$ cat src/rtl/uart_pkg.sv
// Shared UART definitions: FSM state encoding and oversampling constants,
// common to uart_rx and the future uart_tx.
package uart_pkg;

    typedef enum logic [2:0] {
        IDLE   = 3'd0,
        START  = 3'd1,
        DATA   = 3'd2,
        PARITY = 3'd3,
        STOP   = 3'd4
    } uart_state_e;

    localparam int unsigned OVERSAMPLE  = 16;
    localparam int unsigned MID_SAMPLE  = 7;
    localparam int unsigned LAST_SAMPLE = 15;

endpackage

$ cat src/rtl/uart_rx_sync.sv
// Two-flop synchronizer for the async rx line plus a falling-edge detector.
// All flops reset to the idle-high line level.
module uart_rx_sync (
    input  logic clk,
    input  logic rst,
    input  logic sample_en,
    input  logic rx,
    output logic line,
    output logic fall
);

    logic sync1;
    logic sync2;
    logic prev;

    // prev advances only on oversample ticks, so an edge landing between
    // ticks is still seen as prev=1/cur=0 on the next tick.
    always_ff @(posedge clk) begin
        if (!rst) begin
            sync1 <= 1'b1;
            sync2 <= 1'b1;
            prev  <= 1'b1;
        end else begin
            sync1 <= rx;
            sync2 <= sync1;
            if (sample_en) prev <= sync2;
        end
    end

    assign line = sync2;
    assign fall = prev & ~sync2;

endmodule

$ cat src/rtl/uart_rx.sv
// 16x-oversampling UART receiver with valid/ready output and error pulses.
// Define UART_RX_PARITY_EN to add a parity bit between data and stop.
module uart_rx #(
    parameter int unsigned DATA_BITS  = 8,
    parameter int unsigned OVERSAMPLE = 16
) (
    input  logic       clk,
    input  logic       rst,
    input  logic       en,
    input  logic       baud_tick,
    input  logic       rx,
    input  logic       parity_odd,
    output logic [7:0] rx_data,
    output logic       rx_valid,
    input  logic       rx_ready,
    output logic       frame_err,
    output logic       overrun_err,
    output logic       parity_err,
    output logic       busy
);

    import uart_pkg::*;

    localparam logic [3:0] MID_TICK  = 4'(OVERSAMPLE / 2 - 1);
    localparam logic [3:0] LAST_TICK = 4'(OVERSAMPLE - 1);
    localparam logic [2:0] LAST_BIT  = 3'(DATA_BITS - 1);

    uart_state_e state, state_d;
    logic [3:0]  tick_cnt, tick_cnt_d;
    logic [2:0]  bit_idx, bit_idx_d;
    logic [7:0]  shift, shift_d;
    logic [7:0]  data_word;
    logic        adv;
    logic        line;
    logic        fall;
    logic        stop_sample;
    logic        commit;
    logic        stop_bad;

    assign adv       = en & baud_tick;
    assign data_word = shift >> (8 - DATA_BITS);
    assign busy      = (state != IDLE);

    uart_rx_sync u_sync (
        .clk       (clk),
        .rst       (rst),
        .sample_en (adv),
        .rx        (rx),
        .line      (line),
        .fall      (fall)
    );

`ifdef UART_RX_PARITY_EN
    logic par_bit, par_bit_d;
    logic par_bad;

    assign par_bad = par_bit ^ (^data_word) ^ parity_odd;
`endif

    always_comb begin
        state_d     = state;
        tick_cnt_d  = tick_cnt;
        bit_idx_d   = bit_idx;
        shift_d     = shift;
        stop_sample = 1'b0;
`ifdef UART_RX_PARITY_EN
        par_bit_d   = par_bit;
`endif
        if (!en) begin
            state_d = IDLE;
        end else if (baud_tick) begin
            case (state)
                IDLE: begin
                    if (fall) begin
                        state_d    = START;
                        tick_cnt_d = '0;
                    end
                end
                START: begin
                    if (tick_cnt == MID_TICK) begin
                        tick_cnt_d = '0;
                        bit_idx_d  = '0;
                        state_d    = line ? IDLE : DATA;
                    end else begin
                        tick_cnt_d = tick_cnt + 4'd1;
                    end
                end
                DATA: begin
                    tick_cnt_d = tick_cnt + 4'd1;
                    if (tick_cnt == LAST_TICK) begin
                        shift_d    = {line, shift[7:1]};
                        tick_cnt_d = '0;
                        if (bit_idx == LAST_BIT) begin
`ifdef UART_RX_PARITY_EN
                            state_d = PARITY;
`else
                            state_d = STOP;
`endif
                        end else begin
                            bit_idx_d = bit_idx + 3'd1;
                        end
                    end
                end
`ifdef UART_RX_PARITY_EN
                PARITY: begin
                    tick_cnt_d = tick_cnt + 4'd1;
                    if (tick_cnt == LAST_TICK) begin
                        par_bit_d  = line;
                        tick_cnt_d = '0;
                        state_d    = STOP;
                    end
                end
`endif
                STOP: begin
                    tick_cnt_d = tick_cnt + 4'd1;
                    if (tick_cnt == LAST_TICK) begin
                        stop_sample = 1'b1;
                        tick_cnt_d  = '0;
                        state_d     = IDLE;
                    end
                end
                default: state_d = IDLE;
            endcase
        end
    end

    assign commit   = stop_sample & line;
    assign stop_bad = stop_sample & ~line;

    always_ff @(posedge clk) begin
        if (!rst) begin
            state       <= IDLE;
            tick_cnt    <= '0;
            bit_idx     <= '0;
            shift       <= '0;
            rx_data     <= '0;
            rx_valid    <= 1'b0;
            frame_err   <= 1'b0;
            overrun_err <= 1'b0;
        end else begin
            state       <= state_d;
            tick_cnt    <= tick_cnt_d;
            bit_idx     <= bit_idx_d;
            shift       <= shift_d;
            frame_err   <= stop_bad;
            // A commit coinciding with a handshake replaces the consumed byte.
            overrun_err <= commit & rx_valid & ~rx_ready;
            if (commit) begin
                rx_data  <= data_word;
                rx_valid <= 1'b1;
            end else if (rx_valid && rx_ready) begin
                rx_valid <= 1'b0;
            end
        end
    end

`ifdef UART_RX_PARITY_EN
    always_ff @(posedge clk) begin
        if (!rst) begin
            par_bit    <= 1'b0;
            parity_err <= 1'b0;
        end else begin
            par_bit    <= par_bit_d;
            parity_err <= stop_sample & par_bad;
        end
    end
`else
    logic unused_parity_odd;
    assign unused_parity_odd = parity_odd;
    assign parity_err        = 1'b0;
`endif

endmodule

$ cat config.mk
export PLATFORM = sky130hd
export DESIGN_NAME = uart_rx
export DESIGN_NICKNAME = d
export VERILOG_FILES = /design/src/rtl/uart_pkg.sv /design/src/rtl/uart_rx_sync.sv /design/src/rtl/uart_rx.sv
export SDC_FILE = /design/constraint.sdc
export NUM_CORES = 1
export LEC_CHECK = 0
export ABC_AREA = 1
export BUFFER_PORTS_ARGS = -buffer_cell sky130_fd_sc_hd__buf_2
export CORE_UTILIZATION = 30
export CTS_CLUSTER_SIZE = 25
export DETAILED_ROUTE_END_ITERATION = 6
export PLACE_DENSITY = 0.48
export SYNTH_ARGS = -nofsm -noshare
export SYNTH_HDL_FRONTEND = slang
export SYNTH_SLANG_ARGS = --single-unit
$ cat constraint.sdc
create_clock -name clk -period 2.7 [get_ports clk]
set_clock_uncertainty 0.05 [all_clocks]
set_input_delay 0.54 -clock clk [delete_from_list [all_inputs] [get_ports clk]]
set_output_delay 0.54 -clock clk [all_outputs]
set_load 0.1 [all_outputs]
==> results of run 1 <==
==> final timing paths <==
kind                     start           to
setup reg to reg   tick_cnt[0]   rx_data[5]
hold reg to reg   u_sync.sync1  u_sync.line
hold / removal    u_sync.sync1  u_sync.line
setup / recovery      state[1]         busy
==> cell families after synthesis <==
logic type,after synthesis,share of synthesized area [%]
buffers and inverters,27,8.474
other,1,0.2540
XOR/XNOR,1,0.5933
adder cells (fa/ha/maj),3,2.543
AO/OA/AOI/OAI,35,12.37
flip-flops,32,43.39
AND/OR/NAND/NOR,90,32.37
==> per-stage QoR <==
step	setup WS, ps	instances	utilization (%)
after floorplan	887.2	189	-
after global placement	946.6	267	33.88
after detailed placement	949.0	267	33.88
after CTS	627.3	275	36.24
after global routing	543.8	275	36.24
final	636.9	275	36.24
==> power by group through the flow <==
stage / Clock, mW / Sequential, mW / Combinational (mW)
after floorplan: 0 / 0.489 / 0.0602
after global placement: 0 / 0.492 / 0.0698
after detailed placement: 0 / 0.492 / 0.0699
after CTS: 0.472 / 0.481 / 0.0700
after global routing: 0.497 / 0.482 / 0.0781
final: 0.460 / 0.481 / 0.0692
==> state kept, by name, summed over array words and instances (netlist names) <==
signal,count
state,3
data_word,8
u_sync.line,1
u_sync.prev,1
rx_valid,1
rx_data,8
u_sync.sync1,1
overrun_err,1
frame_err,1
tick_cnt,4
bit_idx,3
==> per-layer routing <==
metal | global-route usage (%) | vias up
li1 | - | 639
met1 | 15.69 | 494
met2 | 16.82 | 23
met3 | 4.444 | 5
met4 | 5.229 | 0
met5 | 0 | -
==> cell usage in the layout (no fill, tap or decap), drive strengths merged, types with 4 or more instances in the layout <==
cell type	netlist	routed
a21oi	14	14
buf	4	17
clkbuf	2	5
dfxtp	32	32
inv	20	20
nand2	31	31
nand3	14	14
nand3b	4	4
nor2	35	35
nor3	4	4
o21ai	18	18
==> final cells by class <==
| class | instances | share of cell area [%] |
|---|---|---|
| Clock buffer | 5 | 4.020 |
| Multi-Input combinational cell | 130 | 41.52 |
| Clock inverter | 3 | 2.485 |
| Tap cell | 67 | 4.898 |
| Sequential cell | 32 | 37.43 |
| Inverter | 21 | 4.678 |
| Timing Repair Buffer | 17 | 4.971 |
==> worst max-delay path, stage by stage, from the launching register on <==
cell and delay (ps):
dfxtp_1 500, nor2_2 110, inv_1 70, nor2_1 40
inv_1 60, buf_2 410
==> impl_metrics.json, run 1 <==
{
  "status": "finished clean",
  "worstSetupStartpointType": "flop",
  "final_hold_viol_count": 0,
  "wl_met1_mm": 1.482,
  "cts_max_path_buffers": 2,
  "dp_hpwl_mm": 1.879,
  "switching_share_pct": 23.98,
  "finalSetupViolations": 0,
  "hold_slack_ps": 385.0,
  "start_util_pct": 31.26,
  "cts.repair.resized": 0,
  "rsz0062_at_grt": "false",
  "yosys_warnings": 0,
  "multi_input_area_sq_um": 710.7,
  "die_w_um": 72.15,
  "vias_per_cell": 4.222,
  "track_usage_pct": 11.76,
  "htree_levels": 2,
  "wl_met2_mm": 1.016,
  "worstPathArrival_ps": 1470,
  "top_layer": "met4",
  "grt_max_degree": 25,
  "cts_tree": "done",
  "grt_first_pass_wirelength_mm": 4.712,
  "synth_nets": 199,
  "post_cts_buffers": 0,
  "clockPowerShare_pct": 45.5,
  "reg2reg_depth": 6,
  "cts_hold_buf": 0,
  "cap_viol_max_count": 0,
  "fin_crit_ps": 2063,
  "grt_pass1_vias": 1068,
  "syn_area_sq_um": 1476,
  "num-nets-final": 217,
  "layout-drive-gt1-share_pct": 23.56,
  "dieHeight_um": 72.15,
  "dr.first_iter.drc_count": 49,
  "syn_area_per_cell_sq_um": 7.812,
  "remaining_drc_errors": 0,
  "final_area_sq_um": 1712,
  "vias": 1161,
  "yosysTopAreaCell": "dfxtp_1",
  "rows": 25,
  "synth-async-reset-ratio_pct": 0,
  "synthCells": 189,
  "io_buffers": 17,
  "period_share_pct": 76.41,
  "p_int_mw": 0.7686,
  "crit_path_max_fanout": 8,
  "coreArea_sq_um": 4723,
  "yosys.cell_types.count": 26,
  "dieArea_sq_um": 5206,
  "p_seq_share_pct": 47.6,
  "cp-end-kind": "primary output",
  "grt_antenna_before_repair": 0,
  "hp-class": "flop to flop",
  "ys_seq_area_share_pct": 43.39,
  "detail-route-antenna-nets": 0,
  "synth.area.top_cells": "dfxtp_1 43%, nor2_1 7.1%, nand2_1 6.4%",
  "synthFlopType": "dfxtp_1",
  "clkSinkCount": 32,
  "cp_data_required_time_ps": 2110,
  "grt_overflow": 0,
  "io_pins": 20,
  "area_growth_pct": 15.93,
  "ff2ff_setup_slack_ps": 1170,
  "power_switching_mw": 0.2424,
  "vdd_drop_max_mv": 0.2093,
  "fmax_ghz": 0.4847,
  "yosysMostFrequentCell": "dfxtp_1",
  "place_area_sq_um": 1600,
  "numCtsBuffers": 5,
  "cts_root_buf": "clkbuf_8",
  "fill_cells": 503,
  "gp_congestion": 0.8226,
  "drt-total-wl_mm": 2.671,
  "netlist.area_leader.share_pct": 43.39,
  "ys_ff_latch": 32,
  "clock_latency_ps": 280,
  "routedWlPerCell_um": 9.713,
  "synthTopCellsByCount": "32 x dfxtp_1, 28 x nor2_1, 25 x nand2_1",
  "seq_area_sq_um": 640.6,
  "dr.pass1.iters": 4,
  "pwr_density_cell_nw_per_um2": 590.7,
  "power_mw": 1.011,
  "p_leak_nw": 0.7258,
  "drv_slew": 0,
  "pwr-share-comb_pct": 6.8,
  "whs_path_depth": 1,
  "crit_type": "flop to primary output",
  "clk_pin_slew_ps": 70,
  "synth-edff-count": 0,
  "antenna_cells": 0,
  "dr_wl_met3_um": 123,
  "tns_ps": 0
}
(Power assumes the default switching activity.)
==> run 2: changes to the inputs <==
- ABC_AREA: 1 -> 0
- PLACE_DENSITY: 0.48 -> 0.5
- clock period: 2.7 -> 1.78 ns (I/O delays scaled with it)
==> run 2 against run 1 <==
Final cell count down 18%. Synthesized cell count down 21%. Wire length is 5.3% higher. Sequential share of layout area up 0.19 points.
==> impl_metrics.json, run 2 <==
{
  "p_leak_nw": 0.8171,
  "vias_per_cell": 4.845,
  "layout_commonest_cell": "dfxtp_1",
  "coreArea_sq_um": 4414,
  "num-nets-final": 183,
  "cts_max_path_buffers": 2,
  "yosysTopAreaCell": "dfxtp_1",
  "most-common-layout-cells": "32 x dfxtp_1, 20 x mux2i_1, 19 x nor2_1",
  "rsz0062_at_grt": "false",
  "cp_data_required_time_ps": 1900,
  "layout-drive-gt1-share_pct": 21.26,
  "hp-class": "input port to flop",
  "synthCells": 149,
  "synthTopCellsByCount": "32 x dfxtp_1, 20 x mux2i_1, 19 x nor2_1",
  "clk_pin_slew_ps": 70,
  "synthFlopType": "dfxtp_1",
  "finalSetupViolations": 0,
  "synth.area.top_cells": "dfxtp_1 46%, mux2i_1 14%, nor2_1 5.1%",
  "antenna_cells": 0,
  "tns_ps": 0,
  "cts_hold_buf": 0,
  "crit_type": "flop to flop",
  "detail-route-antenna-nets": 0,
  "vdd_drop_max_mv": 0.4046,
  "synth-async-reset-ratio_pct": 0,
  "htree_levels": 2,
  "p_int_mw": 1.152,
  "cts_root_buf": "clkbuf_8",
  "post_cts_buffers": 0,
  "syn_area_per_cell_sq_um": 9.430,
  "grt_antenna_before_repair": 0,
  "remaining_drc_errors": 0,
  "cp-end-kind": "flop",
  "power_mw": 1.458,
  "fmax_ghz": 0.5907,
  "cap_viol_max_count": 0,
  "p_seq_share_pct": 49.5,
  "routedWlPerCell_um": 12.45,
  "ff2ff_setup_slack_ps": 90,
  "power_switching_mw": 0.3062,
  "period_share_pct": 95.10,
  "area_growth_pct": 21.19,
  "grt_overflow": 0,
  "track_usage_pct": 12.38,
  "worstPathArrival_ps": 1810,
  "grt_pass1_vias": 1098,
  "grt_first_pass_wirelength_mm": 4.795,
  "die_w_um": 70.44,
  "ys_seq_area_share_pct": 45.59,
  "final_hold_viol_count": 0,
  "netlist.area_leader.share_pct": 45.59,
  "drt-total-wl_mm": 2.813,
  "dp_hpwl_mm": 2.041,
  "vias": 1095,
  "crit_path_max_fanout": 7,
  "ys_ff_latch": 32,
  "dieArea_sq_um": 4961,
  "synth_nets": 159,
  "syn_area_sq_um": 1405,
  "io_pins": 20,
  "gp_congestion": 0.7295,
  "cts_tree": "done",
  "clockPowerShare_pct": 46.7,
  "yosysMostFrequentCell": "dfxtp_1",
  "cts.repair.resized": 0,
  "dr.first_iter.drc_count": 43,
  "switching_share_pct": 21.00,
  "drv_slew": 0,
  "yosys_warnings": 0,
  "rows": 24,
  "numCtsBuffers": 5,
  "yosys.cell_types.count": 36,
  "fin_crit_ps": 1693,
  "clock_latency_ps": 280,
  "pwr-share-comb_pct": 3.9,
  "start_util_pct": 31.83,
  "dr.pass1.iters": 4,
  "clkSinkCount": 32,
  "pwr_density_cell_nw_per_um2": 856.3,
  "worstSetupStartpointType": "flop",
  "synth-edff-count": 0,
  "grt_max_degree": 17,
  "status": "finished clean",
  "dieHeight_um": 70.44,
  "io_buffers": 17
}
[run 2: final timing paths]
kind | from | endpoint | cells after the start
worst max-delay path | state[0] | state[0] | 4
worst max register to register | state[0] | state[0] | 4
worst min-delay path | rx | u_sync.sync1 | 2
worst min register to register | u_sync.sync1 | u_sync.line | 1
[run 2: layout make-up]
class | instances | area, sq um
Inverter | 4 | 15.01
Clock buffer | 5 | 68.82
Timing Repair Buffer | 27 | 175.2
Tap cell | 52 | 65.06
Multi-Input combinational cell | 103 | 695.7
Fill cell | 444 | 2711
Clock inverter | 3 | 42.54
Sequential cell | 32 | 640.6
[run 2: kinds of logic (layout without fill, tap and decap cells)]
kind of cell,Yosys count,count (layout),synth area share (%)
buffers and inverters,14,39,5.254
other,1,1,0.2669
muxes,20,20,14.25
AOI/OAI and AO/OA,15,15,7.124
and+or+nand+nor,63,63,24.22
xor gates and xnor gates,1,1,0.6234
adders and majority gates,3,3,2.672
DFF,32,32,45.59
[run 2: layer usage]
| layer | up-vias | track usage [%] | wire (um) |
|---|---|---|---|
| met3 | 4 | 5.772 | 124 |
| met1 | 502 | 13.96 | 1266 |
| met4 | 0 | 4.444 | 29 |
| li1 | 570 | - | - |
| met2 | 19 | 20.32 | 1391 |
| met5 | - | 0 | 0 |
[run 2: critical path, cell delays in order (launching register included)]
cell     delay, ps
dfxtp_1        370
or3_4          440
and3_4         200
a221o_1        380
mux2i_1        140
[run 2: power groups by stage]
stage | registers, mW | logic [mW] | clock network (mW)
after floorplan | 0.738 | 0.0415 | 0
after global placement | 0.738 | 0.0560 | 0
after detailed placement | 0.738 | 0.0564 | 0
after CTS | 0.721 | 0.0566 | 0.706
after global routing | 0.721 | 0.0611 | 0.749
final | 0.722 | 0.0564 | 0.680
[run 2: metrics by stage]
stage / hold WS [ps] / std cells / setup slack [ps] / utilization (%) / area, sq um
after floorplan: 336.3 / 149 / -103.3 / - / 1425
after global placement: 346.4 / 218 / 106.9 / 36.05 / 1592
after detailed placement: 348.3 / 218 / 84.52 / 36.05 / 1592
after CTS: 203.7 / 226 / 70.92 / 38.58 / 1703
after global routing: 214.7 / 226 / 2.366 / 38.58 / 1703
final: 210.3 / 226 / 87.15 / 38.58 / 1703
==> run 3: changes to the inputs <==
- CORE_ASPECT_RATIO: default -> 1.2
==> run 3 against run 2 <==
Power down 7.6%. Core utilization down 0.29 points. Hold slack worse by 2.1 ps. Design area down 2.0%. Final cell count up 0.44%.
==> impl_metrics.json, run 3 (same netlist as run 2, synthesis figures left out) <==
{
  "io_buffers": 17,
  "grt_antenna_before_repair": 0,
  "fmax_ghz": 0.5815,
  "rsz0062_at_grt": "false",
  "dr.pass1.iters": 6,
  "power_switching_mw": 0.2975,
  "routedWlPerCell_um": 12.24,
  "fin_crit_ps": 1720,
  "cts_max_path_buffers": 2,
  "drv_slew": 0,
  "wl_met1_mm": 1.292,
  "pwr_density_cell_nw_per_um2": 807.5,
  "worstSetupStartpointType": "flop",
  "cts_root_buf": "clkbuf_8",
  "clock_latency_ps": 280,
  "cts.repair.resized": 0,
  "track_usage_pct": 12.48,
  "rows": 26,
  "stdcell_count": 227,
  "dieArea_sq_um": 4963,
  "clk_pin_slew_ps": 70,
  "area_growth_pct": 18.79,
  "cp_data_required_time_ps": 1900,
  "cts_hold_buf": 0,
  "dp.cells": 219,
  "vias": 1131,
  "clkSinkCount": 32,
  "drt-total-wl_mm": 2.779,
  "hold_slack_ps": 208.2,
  "hp-class": "input port to flop",
  "coreArea_sq_um": 4359,
  "start_util_pct": 32.23,
  "status": "finished clean",
  "top_layer": "met4",
  "period_share_pct": 96.61,
  "final_hold_viol_count": 0,
  "grt_first_pass_wirelength_mm": 4.823,
  "cap_viol_max_count": 0,
  "crit_type": "flop to flop",
  "clockPowerShare_pct": 42.5,
  "die_w_um": 64.48,
  "switching_share_pct": 22.07,
  "p_int_mw": 1.050,
  "vias_per_cell": 4.982,
  "cp-end-kind": "flop",
  "detail-route-antenna-nets": 0,
  "place_ws_ps": 78.00,
  "worstPathArrival_ps": 1840,
  "numCtsBuffers": 5,
  "grt_overflow": 0,
  "dr.first_iter.drc_count": 19,
  "pwr-share-comb_pct": 3.9,
  "final_area_sq_um": 1669,
  "wl_met2_mm": 1.336,
  "htree_levels": 2,
  "p_leak_nw": 0.7940,
  "grt_pass1_vias": 1103,
  "layout_commonest_cell": "dfxtp_1",
  "place_area_sq_um": 1574,
  "dp_hpwl_mm": 1.967,
  "p_seq_share_pct": 53.6,
  "most-common-layout-cells": "31 x dfxtp_1, 20 x mux2i_1, 19 x nor2_1",
  "layout-drive-gt1-share_pct": 19.88,
  "antenna_cells": 0,
  "io_pins": 20,
  "remaining_drc_errors": 0,
  "cts_tree": "done",
  "gp_congestion": 0.7435,
  "dr_wl_met3_um": 112,
  "post_cts_buffers": 0,
  "crit_path_max_fanout": 7,
  "dieHeight_um": 76.97,
  "worst_slack_ps": 60.25,
  "num-nets-final": 180,
  "vdd_drop_max_mv": 0.6118,
  "grt_max_degree": 22,
  "finalSetupViolations": 0
}
## run 3: cell count changes in the layout (fill, tap and decap cells not counted), sizes merged
cell    before  now
clkinv       2    1
buf         27   24
clkbuf       5    7
bufinv       1    0
## run 3: metrics by stage
step	TNS, ps	utilization [%]	power [mW]
after global placement	0	36.11	0.7907
after floorplan	-310.0	-	0.7792
after CTS	0	38.26	1.372
final	0	38.29	1.348
after global routing	0	38.29	1.418
after detailed placement	0	36.11	0.7914
## run 3: path summary, 6_finish.rpt
check          startpoint      endpoint  slack (ps)  depth (start not counted)
max              state[0]      state[2]          60                          4
min                    rx  u_sync.sync1         210                          2
max reg2reg      state[0]      state[2]          60                          4
min reg2reg  u_sync.sync1   u_sync.line         360                          1
## run 3: worst max-delay path: stages (launching register included)
cell     delay (ps)
dfxtp_2         350
or3_4           430
and3_4          200
a221o_1         420
mux2i_1         150
## run 3: power by group through the flow
stage | registers (mW) | logic [mW] | clock network (mW)
after floorplan | 0.738 | 0.0415 | 0
after global placement | 0.739 | 0.0521 | 0
after detailed placement | 0.739 | 0.0527 | 0
after CTS | 0.723 | 0.0530 | 0.597
after global routing | 0.722 | 0.0571 | 0.638
final | 0.723 | 0.0525 | 0.572
## run 3: final cells by class
class	count	area, sq um
clock buffer	7	86.33
clock inverter	1	7.507
fill	474	2690
inverter	4	15.01
multi-input combinational	103	695.7
sequential	32	641.9
tap	56	70.07
timing repair buffer	24	152.6
## run 3: metal layers
layer	up-vias	GRT usage, %
li1	561	-
met1	538	14.29
met2	27	20.21
met3	5	4.167
met4	0	6.667
met5	-	0
